`src/rtl/l1_buffer_pingpong_if.sv`:
```
// rtl/l1_buffer_pingpong_if.sv - write/read bus bundle for the ping-pong L1 operand buffer
interface l1_buffer_pingpong_if #(
  parameter int DATA_WIDTH = 8,
  parameter int LANE_COUNT = 4,
  parameter int DATA_DEPTH = 16
);
  localparam int IW = (DATA_DEPTH > 1) ? $clog2(DATA_DEPTH) : 1;

  // Fill side (producer)
  logic                                  write_valid;
  logic                                  write_ready;
  logic [IW-1:0]                         write_index;
  logic [LANE_COUNT-1:0][DATA_WIDTH-1:0] data_in;
  logic                                  write_commit;

  // Drain side (compute lanes)
  logic                                  read_bank_valid;
  logic [LANE_COUNT-1:0]                 read_enable;
  logic [LANE_COUNT-1:0][IW-1:0]         read_index;
  logic                                  read_release;
  logic [LANE_COUNT-1:0][DATA_WIDTH-1:0] data_out;
  logic [LANE_COUNT-1:0]                 data_valid;
  logic [1:0]                            bank_count;

  modport master (
    output write_valid, write_index, data_in, write_commit,
    output read_enable, read_index, read_release,
    input  write_ready, read_bank_valid, data_out, data_valid, bank_count
  );

  modport slave (
    input  write_valid, write_index, data_in, write_commit,
    input  read_enable, read_index, read_release,
    output write_ready, read_bank_valid, data_out, data_valid, bank_count
  );
endinterface

```
`src/rtl/l1_buffer_pingpong.sv`:
```
// rtl/l1_buffer_pingpong.sv - double-buffered L1 operand buffer with per-lane read indices
module l1_buffer_pingpong #(
  parameter int DATA_WIDTH = 8,
  parameter int LANE_COUNT = 4,
  parameter int DATA_DEPTH = 16
) (
  input logic                 clk,
  input logic                 rst_n,
  l1_buffer_pingpong_if.slave bus
);
  localparam int IW = (DATA_DEPTH > 1) ? $clog2(DATA_DEPTH) : 1;
  // Depth widened by one bit so the range compare never truncates.
  localparam logic [IW:0] DEPTH_W = (IW + 1)'(DATA_DEPTH);

  typedef logic [LANE_COUNT-1:0][DATA_WIDTH-1:0] row_t;

  // Bank storage; never reset, contents survive commit/release.
  row_t mem_q [2][DATA_DEPTH];

  // Ownership state: bit set means the bank is FULL.
  logic [1:0]            state_q, state_d;
  logic                  wr_bank_q, wr_bank_d;
  logic                  rd_bank_q, rd_bank_d;
  row_t                  data_out_q, data_out_d;
  logic [LANE_COUNT-1:0] data_valid_q, data_valid_d;

  logic write_ready_w;
  logic read_bank_valid_w;
  logic wr_fire_w;

  // Handshake outputs depend on registered state only.
  assign write_ready_w     = ~state_q[wr_bank_q];
  assign read_bank_valid_w = state_q[rd_bank_q];
  assign wr_fire_w         = bus.write_valid && write_ready_w &&
                             ({1'b0, bus.write_index} < DEPTH_W);

  assign bus.write_ready     = write_ready_w;
  assign bus.read_bank_valid = read_bank_valid_w;
  assign bus.data_out        = data_out_q;
  assign bus.data_valid      = data_valid_q;
  assign bus.bank_count      = 2'(state_q[0]) + 2'(state_q[1]);

  // Commit fills the writer's bank, release frees the reader's bank; they never collide.
  always_comb begin
    state_d   = state_q;
    wr_bank_d = wr_bank_q;
    rd_bank_d = rd_bank_q;
    if (bus.write_commit && write_ready_w) begin
      state_d[wr_bank_q] = 1'b1;
      wr_bank_d          = ~wr_bank_q;
    end
    if (bus.read_release && read_bank_valid_w) begin
      state_d[rd_bank_q] = 1'b0;
      rd_bank_d          = ~rd_bank_q;
    end
  end

  // Each lane independently looks up its own row in the drain bank.
  always_comb begin
    data_out_d   = '0;
    data_valid_d = '0;
    for (int l = 0; l < LANE_COUNT; l++) begin
      if (bus.read_enable[l] && read_bank_valid_w &&
          ({1'b0, bus.read_index[l]} < DEPTH_W)) begin
        data_valid_d[l] = 1'b1;
        data_out_d[l]   = mem_q[rd_bank_q][bus.read_index[l]][l];
      end
    end
  end

  // Ownership pointers and registered read results.
  always_ff @(posedge clk or negedge rst_n) begin
    if (!rst_n) begin
      state_q      <= '0;
      wr_bank_q    <= 1'b0;
      rd_bank_q    <= 1'b0;
      data_out_q   <= '0;
      data_valid_q <= '0;
    end else begin
      state_q      <= state_d;
      wr_bank_q    <= wr_bank_d;
      rd_bank_q    <= rd_bank_d;
      data_out_q   <= data_out_d;
      data_valid_q <= data_valid_d;
    end
  end

  // Row write lands in the current fill bank, including the committing one.
  always_ff @(posedge clk) begin
    if (wr_fire_w) begin
      mem_q[wr_bank_q][bus.write_index] <= bus.data_in;
    end
  end
endmodule

```
`src/flat_wrapper.sv`:
```
// flat-port wrapper written by rule: the top's interface ports become plain ports
module l1_buffer_pingpong_flat 
#(
  parameter int DATA_WIDTH = 8,
  parameter int LANE_COUNT = 4,
  parameter int DATA_DEPTH = 16
)
  (clk, rst_n, bus_write_valid, bus_write_index, bus_data_in, bus_write_commit, bus_read_enable, bus_read_index, bus_read_release, bus_write_ready, bus_read_bank_valid, bus_data_out, bus_data_valid, bus_bank_count);
  l1_buffer_pingpong_if #(.DATA_WIDTH(DATA_WIDTH), .LANE_COUNT(LANE_COUNT), .DATA_DEPTH(DATA_DEPTH)) bus_i ();
  input logic clk;
  input logic rst_n;
  input wire logic [$bits(bus_i.write_valid)-1:0] bus_write_valid;
  input wire logic [$bits(bus_i.write_index)-1:0] bus_write_index;
  input wire logic [$bits(bus_i.data_in)-1:0] bus_data_in;
  input wire logic [$bits(bus_i.write_commit)-1:0] bus_write_commit;
  input wire logic [$bits(bus_i.read_enable)-1:0] bus_read_enable;
  input wire logic [$bits(bus_i.read_index)-1:0] bus_read_index;
  input wire logic [$bits(bus_i.read_release)-1:0] bus_read_release;
  output wire logic [$bits(bus_i.write_ready)-1:0] bus_write_ready;
  output wire logic [$bits(bus_i.read_bank_valid)-1:0] bus_read_bank_valid;
  output wire logic [$bits(bus_i.data_out)-1:0] bus_data_out;
  output wire logic [$bits(bus_i.data_valid)-1:0] bus_data_valid;
  output wire logic [$bits(bus_i.bank_count)-1:0] bus_bank_count;
  assign bus_i.write_valid = bus_write_valid;
  assign bus_i.write_index = bus_write_index;
  assign bus_i.data_in = bus_data_in;
  assign bus_i.write_commit = bus_write_commit;
  assign bus_i.read_enable = bus_read_enable;
  assign bus_i.read_index = bus_read_index;
  assign bus_i.read_release = bus_read_release;
  assign bus_write_ready = bus_i.write_ready;
  assign bus_read_bank_valid = bus_i.read_bank_valid;
  assign bus_data_out = bus_i.data_out;
  assign bus_data_valid = bus_i.data_valid;
  assign bus_bank_count = bus_i.bank_count;
  l1_buffer_pingpong #(.DATA_WIDTH(DATA_WIDTH), .LANE_COUNT(LANE_COUNT), .DATA_DEPTH(DATA_DEPTH)) u_core (.clk(clk), .rst_n(rst_n), .bus(bus_i));
endmodule
```
`config.mk`:
```
export PLATFORM = sky130hd
export DESIGN_NAME = l1_buffer_pingpong_flat
export DESIGN_NICKNAME = d
export VERILOG_FILES = /design/src/rtl/l1_buffer_pingpong_if.sv /design/src/rtl/l1_buffer_pingpong.sv /design/src/flat_wrapper.sv
export SDC_FILE = /design/constraint.sdc
export NUM_CORES = 1
export LEC_CHECK = 0
export CAP_MARGIN = 20
export CORE_ASPECT_RATIO = 0.75
export CORE_MARGIN = 1.5
export CORE_UTILIZATION = 50
export DETAILED_ROUTE_END_ITERATION = 7
export HOLD_SLACK_MARGIN = 0.02
export PLACE_DENSITY = 0.71
export SLEW_MARGIN = 5
export SYNTH_ARGS = -nofsm -noshare
export SYNTH_HDL_FRONTEND = slang
export SYNTH_SLANG_ARGS = --single-unit
```
`constraint.sdc`:
```
create_clock -name clk -period 3.6 [get_ports clk]
set_input_delay 0.54 -clock clk [delete_from_list [all_inputs] [get_ports clk]]
set_output_delay 0.54 -clock clk [all_outputs]
set_load 0.05 [all_outputs]
```
==> results.sh, run 1 <==
export IMPL_status="completed"
export IMPL_drv_slew=0
export IMPL_ff2ff_setup_slack_ns=0.75
export IMPL_pre_cts_ws_ns=0.609
export IMPL_pwr_share_comb_pct=14.7
export IMPL_synth_area_mm2=0.0406
export IMPL_fin_skew_ns=0.0236
export IMPL_synth_edff_count=1024
export IMPL_crit_arrival_ns=2.78
export IMPL_period_needed_ns=3.32
export IMPL_grt_pass1_vias=20017
export IMPL_die_w_um=332
export IMPL_multiInputGateArea_mm2=0.00835
export IMPL_boundaryPins=101
export IMPL_ys_flop_type="edfxtp_1"
export IMPL_cts_setup_buffers=0
export IMPL_start_kind="flop"
export IMPL_synth_area_leaders="edfxtp_1, mux4_2, mux2i_1"
export IMPL_powerDensity_mw_per_mm2=619
export IMPL_hpwl_um=54800
export IMPL_nets=2041
export IMPL_wl_um=92500
export IMPL_startpoint="u_core.rd_bank_q"
export IMPL_required_ns=3.06
export IMPL_clock_power_share_pct=36.7
export IMPL_antenna_found_initial=2
export IMPL_die_h_um=250
export IMPL_finalHoldWorstSlack_ns=0.448
export IMPL_p_leak_nw=15.1
export IMPL_wl_per_cell_um=29.7
export IMPL_rsz0062_at_grt="no"
export IMPL_final_seq_area_mm2=0.0318
export IMPL_fmax_ghz=0.302
export IMPL_clk_latency_ns=0.67
export IMPL_grt_max_degree=50
export IMPL_syn_inst=1758
export IMPL_portBuffers=100
export IMPL_drive_gt1_share_pct=25.1
export IMPL_track_usage_pct=22.4
export IMPL_cts_sinks=1064
export IMPL_reg2reg_from="u_core.wr_bank_q"
export IMPL_detail_route_antenna_nets=0
export IMPL_synth_largest_area_cell="edfxtp_1"
export IMPL_firstDrtPassIters=5
export IMPL_hold_viol=0
export IMPL_p_sw_share_pct=24.9
export IMPL_max_slew_worst_pin_slew_ns=0.878
export IMPL_cts_buffers=96
export IMPL_overflow=0
export IMPL_crit_fanout=26
export IMPL_area_growth_pct=15.3
export IMPL_setup_tns_ns=0
export IMPL_start_util_pct=50.5
export IMPL_fin_crit_sh_pct=92.1
export IMPL_criticalPathCategory="reg -> out"
export IMPL_fp_coreArea_mm2=0.0804
export IMPL_syn_area_per_cell_um2=23.1
export IMPL_gp_congestion=0.819
export IMPL_hp_class="in -> reg"
export IMPL_setup_viol=0
export IMPL_final_cells=3118
export IMPL_wl_met2_um=41600
export IMPL_power_frac_seq_pct=48.6
export IMPL_grt_first_pass_wirelength_um=135000
export IMPL_drtIter0Drc=2352
export IMPL_seq_area_frac_synth_pct=78.1
export IMPL_cts_hold_buf=1
export IMPL_setup_ws_ns=0.285
export IMPL_wl_met1_um=39900
export IMPL_max_cap_violations=0
export IMPL_via_per_inst=6.23
export IMPL_cts_root_buf="clkbuf_16"
export IMPL_p_int_w=0.0218
export IMPL_std_cell_rows=90
export IMPL_drc=0
export IMPL_synth_top_cell_area_share_pct=75.7
export IMPL_p_switching_w=0.00722
export IMPL_synth_async_reset_ratio_pct=3.76
export IMPL_post_cts_resized=0
export IMPL_nFillCells=5665
export IMPL_cp_endpoint="bus_read_bank_valid"
export IMPL_syn_nets=1820
export IMPL_reg2reg_to="u_core.mem_q[0][488]"
export IMPL_cts_buffer_depth=3
export IMPL_wl_met3_um=9190
export IMPL_yosys_warnings=0
export IMPL_peakVddDrop_mv=0.645
export IMPL_endpoint_kind="primary output"
export IMPL_htree_levels=3
export IMPL_place_inst=2928
export IMPL_rr_worst_depth=5
export IMPL_routed_top_layer="met5"
export IMPL_path_clk_slew_ns=0.06
export IMPL_vias=19420
export IMPL_cts_tree="built"
export IMPL_slew_headroom_pct=41.5
export IMPL_synth_seq_cells=1064
export IMPL_synth_cell_types=42
export IMPL_dieArea_mm2=0.0830
==> cell usage after synthesis, types with 2 or more instances <==
cell          n
clkbuf_4      2
buf_2        18
o21ai_1      11
buf_8         4
and2_1        5
buf_1         9
or3b_2        2
mux4_1       19
buf_12        9
mux2_2        5
clkbuf_1     13
a22oi_1      30
a21oi_1       4
nor2_1       45
a221o_1      32
buf_4        21
o21ai_0      10
mux2i_1     113
edfxtp_1   1024
dfrtp_1      40
mux4_2      215
nand3_1       2
nand3b_1      5
a31oi_1      31
a21o_1        5
nand2_1      23
inv_1         6
o2111ai_1     2
a221oi_1     20
nor2b_1      10
buf_6        12
==> power groups by stage <==
stage	clock network (W)	registers, W	logic [W]
after detailed placement	0	0.0144	0.00423
after global routing	0.0113	0.0141	0.00449
after CTS	0.0108	0.0141	0.00426
final	0.0107	0.0141	0.00425
after global placement	0	0.0143	0.00417
after floorplan	0	0.0146	0.00251
==> state kept, by name, summed over array words and instances (netlist names) <==
register / flops
u_core.state_q: 2
u_core.wr_bank_q: 1
u_core.mem_q: 1024
u_core.bus.data_valid: 4
u_core.bus.data_out: 32
u_core.rd_bank_q: 1
==> per-stage QoR <==
stage / area (um2) / total power [W] / utilization [%]
floorplan: 40600 / 0.0172 / -
CTS: 46700 / 0.0291 / 58.1
global route: 46800 / 0.0299 / 58.3
detailed placement: 43400 / 0.0186 / 54.0
global placement: 43400 / 0.0185 / 54.0
finish: 46800 / 0.0290 / 58.3
==> critical path, stage by stage, from the launching register on <==
cell and delay (ns):
dfrtp_4 0.89, mux2_4 0.40, clkdlybuf4s50_1 0.84
==> area by class of cell <==
cell class | instances | share of cell area [%]
tap | 1058 | 2.83
multi-input combinational | 597 | 17.8
inverter | 8 | 0.0908
clock buffer | 124 | 5.42
timing repair buffer | 212 | 4.49
clock inverter | 54 | 1.57
sequential | 1064 | 67.8
antenna | 1 | 0.00534
==> metal layers <==
metal	vias to the layer above	global-route usage (%)
li1	7969	-
met4	4	4.91
met3	120	5.77
met5	-	0
met2	937	32.9
met1	10390	34.2
==> cell usage in the layout, fill, tap and decap left out, drive strengths merged, types with 2 or more instances in the layout <==
master / n
clkdlybuf4s50: 91
nor2: 45
or3b: 3
clkbuf: 124
edfxtp: 1024
clkinv: 32
dfrtp: 40
nand2: 23
nor2b: 10
a21oi: 5
nand3: 2
a22oi: 30
bufinv: 17
mux4: 234
o2111ai: 2
buf: 120
inv: 11
and2: 5
clkinvlp: 2
a31oi: 31
a21o: 5
a221oi: 20
o21ai: 21
mux2: 6
nand3b: 5
a221o: 32
mux2i: 113
==> worst min-delay path by stage <==
stage	startpoint	end	cells past startpoint
6_report	bus_data_in[5]	u_core.mem_q[1][197]	1
4_1_cts	bus_read_release	u_core.state_q[0]	2
3_3_place_gp	u_core.state_q[0]	u_core.wr_bank_q	1
5_1_grt	bus_data_in[5]	u_core.mem_q[1][197]	1
2_1_floorplan	rst_n	u_core.bus.data_out[0]	0
3_5_place_dp	u_core.state_q[0]	u_core.wr_bank_q	1
==> cell families after synthesis <==
| logic type | Yosys count | share of synthesized area [%] |
|---|---|---|
| multiplexers | 353 | 16.1 |
| AND/OR/NAND/NOR | 96 | 1.09 |
| buffers and inverters | 97 | 1.90 |
| AO/OA/AOI/OAI | 147 | 2.73 |
| flip-flops | 1064 | 78.1 |
| adder cells (fa/ha/maj) | 1 | 0.0308 |
(Power assumes the default switching activity.)
==> run 2, diff against run 1 <==
SLEW_MARGIN = default   (was 5)
==> run 2 against run 1 <==
Net effect: register-to-register slack hardly changed; clock power hardly changed; clock skew hardly changed; critical path depth stayed put; wire length hardly changed; setup slack better by 0.0057 ns; power hardly changed; global-route usage stayed put; count of clock-buffer cells in the layout stayed put; critical endpoint unchanged.
==> results.sh, run 2 (synthesis gave the netlist of run 1 again) <==
export IMPL_status="completed"
export IMPL_drtIter0Drc=2427
export IMPL_crit_fanout=26
export IMPL_rsz0062_at_grt="no"
export IMPL_cp_slowest_cell="dfrtp_4"
export IMPL_required_ns=3.06
export IMPL_wl_um=92400
export IMPL_gp_congestion=0.819
export IMPL_cts_tree="built"
export IMPL_p_leak_nw=15.1
export IMPL_start_kind="flop"
export IMPL_finalCoreUtilization_pct=58.4
export IMPL_clk_latency_ns=0.67
export IMPL_slew_headroom_pct=40.5
export IMPL_hp_class="in -> async"
export IMPL_fp_coreArea_mm2=0.0804
export IMPL_firstDrtPassIters=8
export IMPL_grt_max_degree=50
export IMPL_drc=0
export IMPL_die_w_um=332
export IMPL_hold_viol=0
export IMPL_cts_setup_buffers=0
export IMPL_criticalPathCategory="reg -> out"
export IMPL_start_util_pct=50.5
export IMPL_path_clk_slew_ns=0.07
export IMPL_mostFrequentLayoutCell="edfxtp_1"
export IMPL_via_per_inst=6.22
export IMPL_endpoint_kind="primary output"
export IMPL_hpwl_um=54800
export IMPL_grt_first_pass_wirelength_um=135000
export IMPL_fin_skew_ns=0.0235
export IMPL_largest_register="u_core.mem_q"
export IMPL_worstPathCellList="mux2_4, clkdlybuf4s50_1"
export IMPL_grt_pass1_vias=20017
export IMPL_final_cells=3119
export IMPL_place_inst=2928
export IMPL_cts_buffer_depth=3
export IMPL_peakVddDrop_mv=0.642
export IMPL_cp_slowest_stage_delay_ns=0.88
export IMPL_overflow=0
export IMPL_largest_reg_flops=1024
export IMPL_fmax_ghz=0.302
export IMPL_drive_gt1_share_pct=25.0
export IMPL_max_cap_violations=0
export IMPL_drv_slew=0
export IMPL_final_cell_mix="edfxtp_1, mux4_2, mux2i_1, clkbuf_16, clkdlybuf4s50_1"
export IMPL_cts_buffers=96
export IMPL_nets=2042
export IMPL_detail_route_antenna_nets=0
export IMPL_boundaryPins=101
export IMPL_portBuffers=100
export IMPL_track_usage_pct=22.4
export IMPL_crit_arrival_ns=2.77
export IMPL_htree_levels=3
export IMPL_cts_root_buf="clkbuf_16"
export IMPL_area_growth_pct=15.5
export IMPL_std_cell_rows=90
export IMPL_setup_viol=0
export IMPL_period_needed_ns=3.31
export IMPL_die_h_um=250
export IMPL_max_slew_worst_pin_slew_ns=0.893
export IMPL_vias=19401
export IMPL_powerDensity_mw_per_mm2=618
export IMPL_dieArea_mm2=0.0830
export IMPL_antenna_found_initial=2
export IMPL_cts_sinks=1064
export IMPL_wl_per_cell_um=29.6
export IMPL_fin_crit_sh_pct=91.9
==> run 2: cell count changes in the layout (fill, tap and decap cells not counted) <==
cell,before,now
buf_16,1,5
buf_2,3,2
buf_8,9,6
clkdlybuf4s50_1,91,92
==> run 2: cell type report <==
| type | instances | area (um2) |
|---|---|---|
| inverters | 8 | 42.5 |
| multi-input cells | 597 | 8350 |
| diodes | 1 | 2.50 |
| flip-flops and latches | 1064 | 31800 |
| fillers | 5661 | 33500 |
| clock buffers | 124 | 2540 |
| well taps | 1058 | 1320 |
| repair buffers | 213 | 2170 |
| clock inverters | 54 | 734 |
==> run 2: critical path: cells and delay by family, from the launching register on <==
kind | cells | cell delay (ns)
DFF | 1 | 0.88
buffers and inverters | 1 | 0.84
muxes | 1 | 0.40
==> run 2: report_power, final <==
| part | switching (W) | internal [W] |
|---|---|---|
| combinational | 0.00257 | 0.00169 |
| sequential | 0.000218 | 0.0139 |
| clock | 0.00442 | 0.00622 |
| total | 0.00721 | 0.0218 |
==> run 2: final timing paths <==
check / from / endpoint / slack [ns] / cells after the start
max: u_core.rd_bank_q / bus_read_bank_valid / 0.29 / 2
min: rst_n / u_core.bus.data_out[15] / 0.48 / 2
max reg2reg: u_core.wr_bank_q / u_core.mem_q[0][488] / 0.75 / 5
min reg2reg: u_core.state_q[0] / u_core.wr_bank_q / 0.58 / 1
max in group asynchronous: rst_n / u_core.bus.data_out[0] / 2.25 / 3
min in group clk: bus_read_release / u_core.state_q[0] / 0.51 / 2
==> run 2: layer usage <==
layer	vias up	GRT usage, %	wire [um]
li1	7969	-	-
met1	10372	34.2	40100
met2	943	32.9	41700
met3	113	5.77	8880
met4	4	4.91	1650
met5	-	0	23
==> run 2: what timing repair did <==
item | in CTS | in global routing
endpoints found under the hold margin | 19 | 0
hold buffers | 1 | 0
resized for setup | 0 | 0
==> run 2: stage by stage <==
step                setup slack [ns]  TNS [ns]  power [W]  hold slack [ns]  instance area, um2
floorplan                     -0.268    -68.18     0.0172            0.244               40600
global placement               0.636         0     0.0185            0.562               43400
detailed placement             0.609         0     0.0186            0.586               43400
CTS                            0.227         0     0.0291            0.479               46700
global route                   0.177         0     0.0299            0.514               46900
finish                         0.291         0     0.0290            0.482               46900
==> run 3, diff against run 2 <==
PLACE_DENSITY = 0.67   (was 0.71)
==> run 3 against run 2 <==
Net effect: first-iteration DRC count down 3.9%; combinational power about the same; clock power down 4%; worst hold slack worse by 0.46 ns; non-clock buffer count down 12; final cell count down 0.22%; flip-flop and latch count unchanged; sequential share of layout area about the same; critical endpoint unchanged.
==> results.sh, run 3 (synthesis gave the netlist of run 1 again) <==
export IMPL_status="completed"
export IMPL_power_frac_seq_pct=49.4
export IMPL_p_leak_nw=15.1
export IMPL_antenna_cells=0
export IMPL_post_cts_resized=0
export IMPL_pre_cts_ws_ns=0.625
export IMPL_area_growth_pct=15.4
export IMPL_criticalPathCategory="reg -> out"
export IMPL_p_switching_w=0.00724
export IMPL_path_clk_slew_ns=0.06
export IMPL_slew_headroom_pct=37.1
export IMPL_wl_per_cell_um=29.8
export IMPL_mostFrequentLayoutCell="edfxtp_1"
export IMPL_hp_class="in -> async"
export IMPL_cts_hold_buf=0
export IMPL_rsz0062_at_grt="no"
export IMPL_final_seq_area_mm2=0.0318
export IMPL_nets=2032
export IMPL_period_needed_ns=3.20
export IMPL_power_w=0.0285
export IMPL_setup_ws_ns=0.404
export IMPL_antenna_found_initial=1
export IMPL_finalHoldWorstSlack_ns=0.0264
export IMPL_vias=19278
export IMPL_gp_congestion=0.769
export IMPL_detail_route_antenna_nets=0
export IMPL_fmax_ghz=0.313
export IMPL_clock_power_share_pct=35.7
export IMPL_cts_tree="built"
export IMPL_required_ns=3.06
export IMPL_hpwl_um=53200
export IMPL_start_util_pct=50.5
export IMPL_track_usage_pct=22.5
export IMPL_max_cap_violations=0
export IMPL_cts_buffer_depth=3
export IMPL_dieArea_mm2=0.0830
export IMPL_cts_setup_buffers=0
export IMPL_fin_crit_sh_pct=88.8
export IMPL_peakVddDrop_mv=0.735
export IMPL_drtIter0Drc=2333
export IMPL_pwr_share_comb_pct=14.9
export IMPL_largest_register="u_core.mem_q"
export IMPL_die_w_um=332
export IMPL_firstDrtPassIters=5
export IMPL_hold_viol=0
export IMPL_boundaryPins=101
export IMPL_nFillCells=5684
export IMPL_overflow=0
export IMPL_portBuffers=100
export IMPL_endpoint_kind="primary output"
export IMPL_powerDensity_mw_per_mm2=607
export IMPL_grt_first_pass_wirelength_um=135000
export IMPL_final_cell_mix="edfxtp_1, mux4_2, mux2i_1, clkbuf_16, clkdlybuf4s50_1"
export IMPL_std_cell_rows=90
export IMPL_crit_fanout=19
export IMPL_via_per_inst=6.19
export IMPL_wl_um=92600
export IMPL_clk_latency_ns=0.67
export IMPL_htree_levels=3
export IMPL_fin_skew_ns=0.0251
export IMPL_p_sw_share_pct=25.4
export IMPL_p_int_w=0.0212
export IMPL_drc=0
export IMPL_cts_root_buf="clkbuf_16"
export IMPL_drv_slew=0
export IMPL_die_h_um=250
export IMPL_cts_buffers=98
export IMPL_fp_coreArea_mm2=0.0804
export IMPL_grt_pass1_vias=19578
export IMPL_max_slew_worst_pin_slew_ns=0.940
export IMPL_grt_max_degree=57
export IMPL_start_kind="flop"
export IMPL_multiInputGateArea_mm2=0.00835
export IMPL_crit_arrival_ns=2.66
export IMPL_drive_gt1_share_pct=24.7
export IMPL_largest_reg_flops=1024
export IMPL_setup_viol=0
export IMPL_cts_sinks=1064
[run 3: cell count changes in the layout (fill, tap and decap cells not counted), sizes merged, moves of 2 or more]
| cell | change |
|---|---|
| clkinvlp | +2 |
| clkinv | +10 |
| buf | -15 |
| clkbuf | +9 |
| bufinv | -10 |
[run 3: layout make-up]
| cell class | count | area share, % |
|---|---|---|
| clock inverter | 55 | 1.15 |
| tap | 1058 | 2.82 |
| sequential | 1064 | 67.7 |
| multi-input combinational | 597 | 17.8 |
| clock buffer | 129 | 5.57 |
| inverter | 8 | 0.0907 |
| timing repair buffer | 201 | 4.86 |
[run 3: per-stage QoR]
step / setup TNS (ns) / utilization (%) / instance area [um2] / cells
after global placement: 0 / 53.9 / 43400 / 2910
after detailed placement: 0 / 54.0 / 43400 / 2912
after global routing: 0 / 58.3 / 46900 / 3112
after CTS: 0 / 57.9 / 46500 / 3096
after floorplan: -68.18 / - / 40600 / 1758
final: 0 / 58.3 / 46900 / 3112
[run 3: power groups by stage]
| stage | combinational (W) | clock (W) | sequential (W) |
|---|---|---|---|
| detailed placement | 0.00421 | 0 | 0.0143 |
| CTS | 0.00423 | 0.0103 | 0.0141 |
| finish | 0.00424 | 0.0102 | 0.0141 |
| floorplan | 0.00251 | 0 | 0.0146 |
| global route | 0.00448 | 0.0108 | 0.0141 |
| global placement | 0.00416 | 0 | 0.0143 |
[run 3: per-layer routing]
layer | vias up | wire, um | share of wire, % | global-route usage, %
met5 | - | 0 | 0 | 0
met4 | 0 | 2020 | 2.2 | 5.90
met3 | 133 | 9110 | 9.8 | 5.58
met2 | 966 | 41100 | 44 | 32.1
met1 | 10226 | 40400 | 44 | 34.9
li1 | 7953 | - | - | -
[run 3: path summary, 6_finish.rpt]
check                                   from                     end  slack [ns]  cells past startpoint
max reg2reg                 u_core.wr_bank_q    u_core.mem_q[0][297]        0.69                      6
max                         u_core.rd_bank_q     bus_read_bank_valid        0.40                      2
min in group clk            bus_write_commit        u_core.wr_bank_q        0.51                      3
min reg2reg                u_core.state_q[0]        u_core.wr_bank_q        0.59                      1
min                                    rst_n  u_core.bus.data_out[8]        0.03                      2
max in group asynchronous              rst_n        u_core.rd_bank_q        2.91                      2
[run 3: worst max-delay path: stages (launching register included)]
cell and delay [ns]:
dfrtp_4 0.76, mux2_4 0.39, clkdlybuf4s50_1 0.84
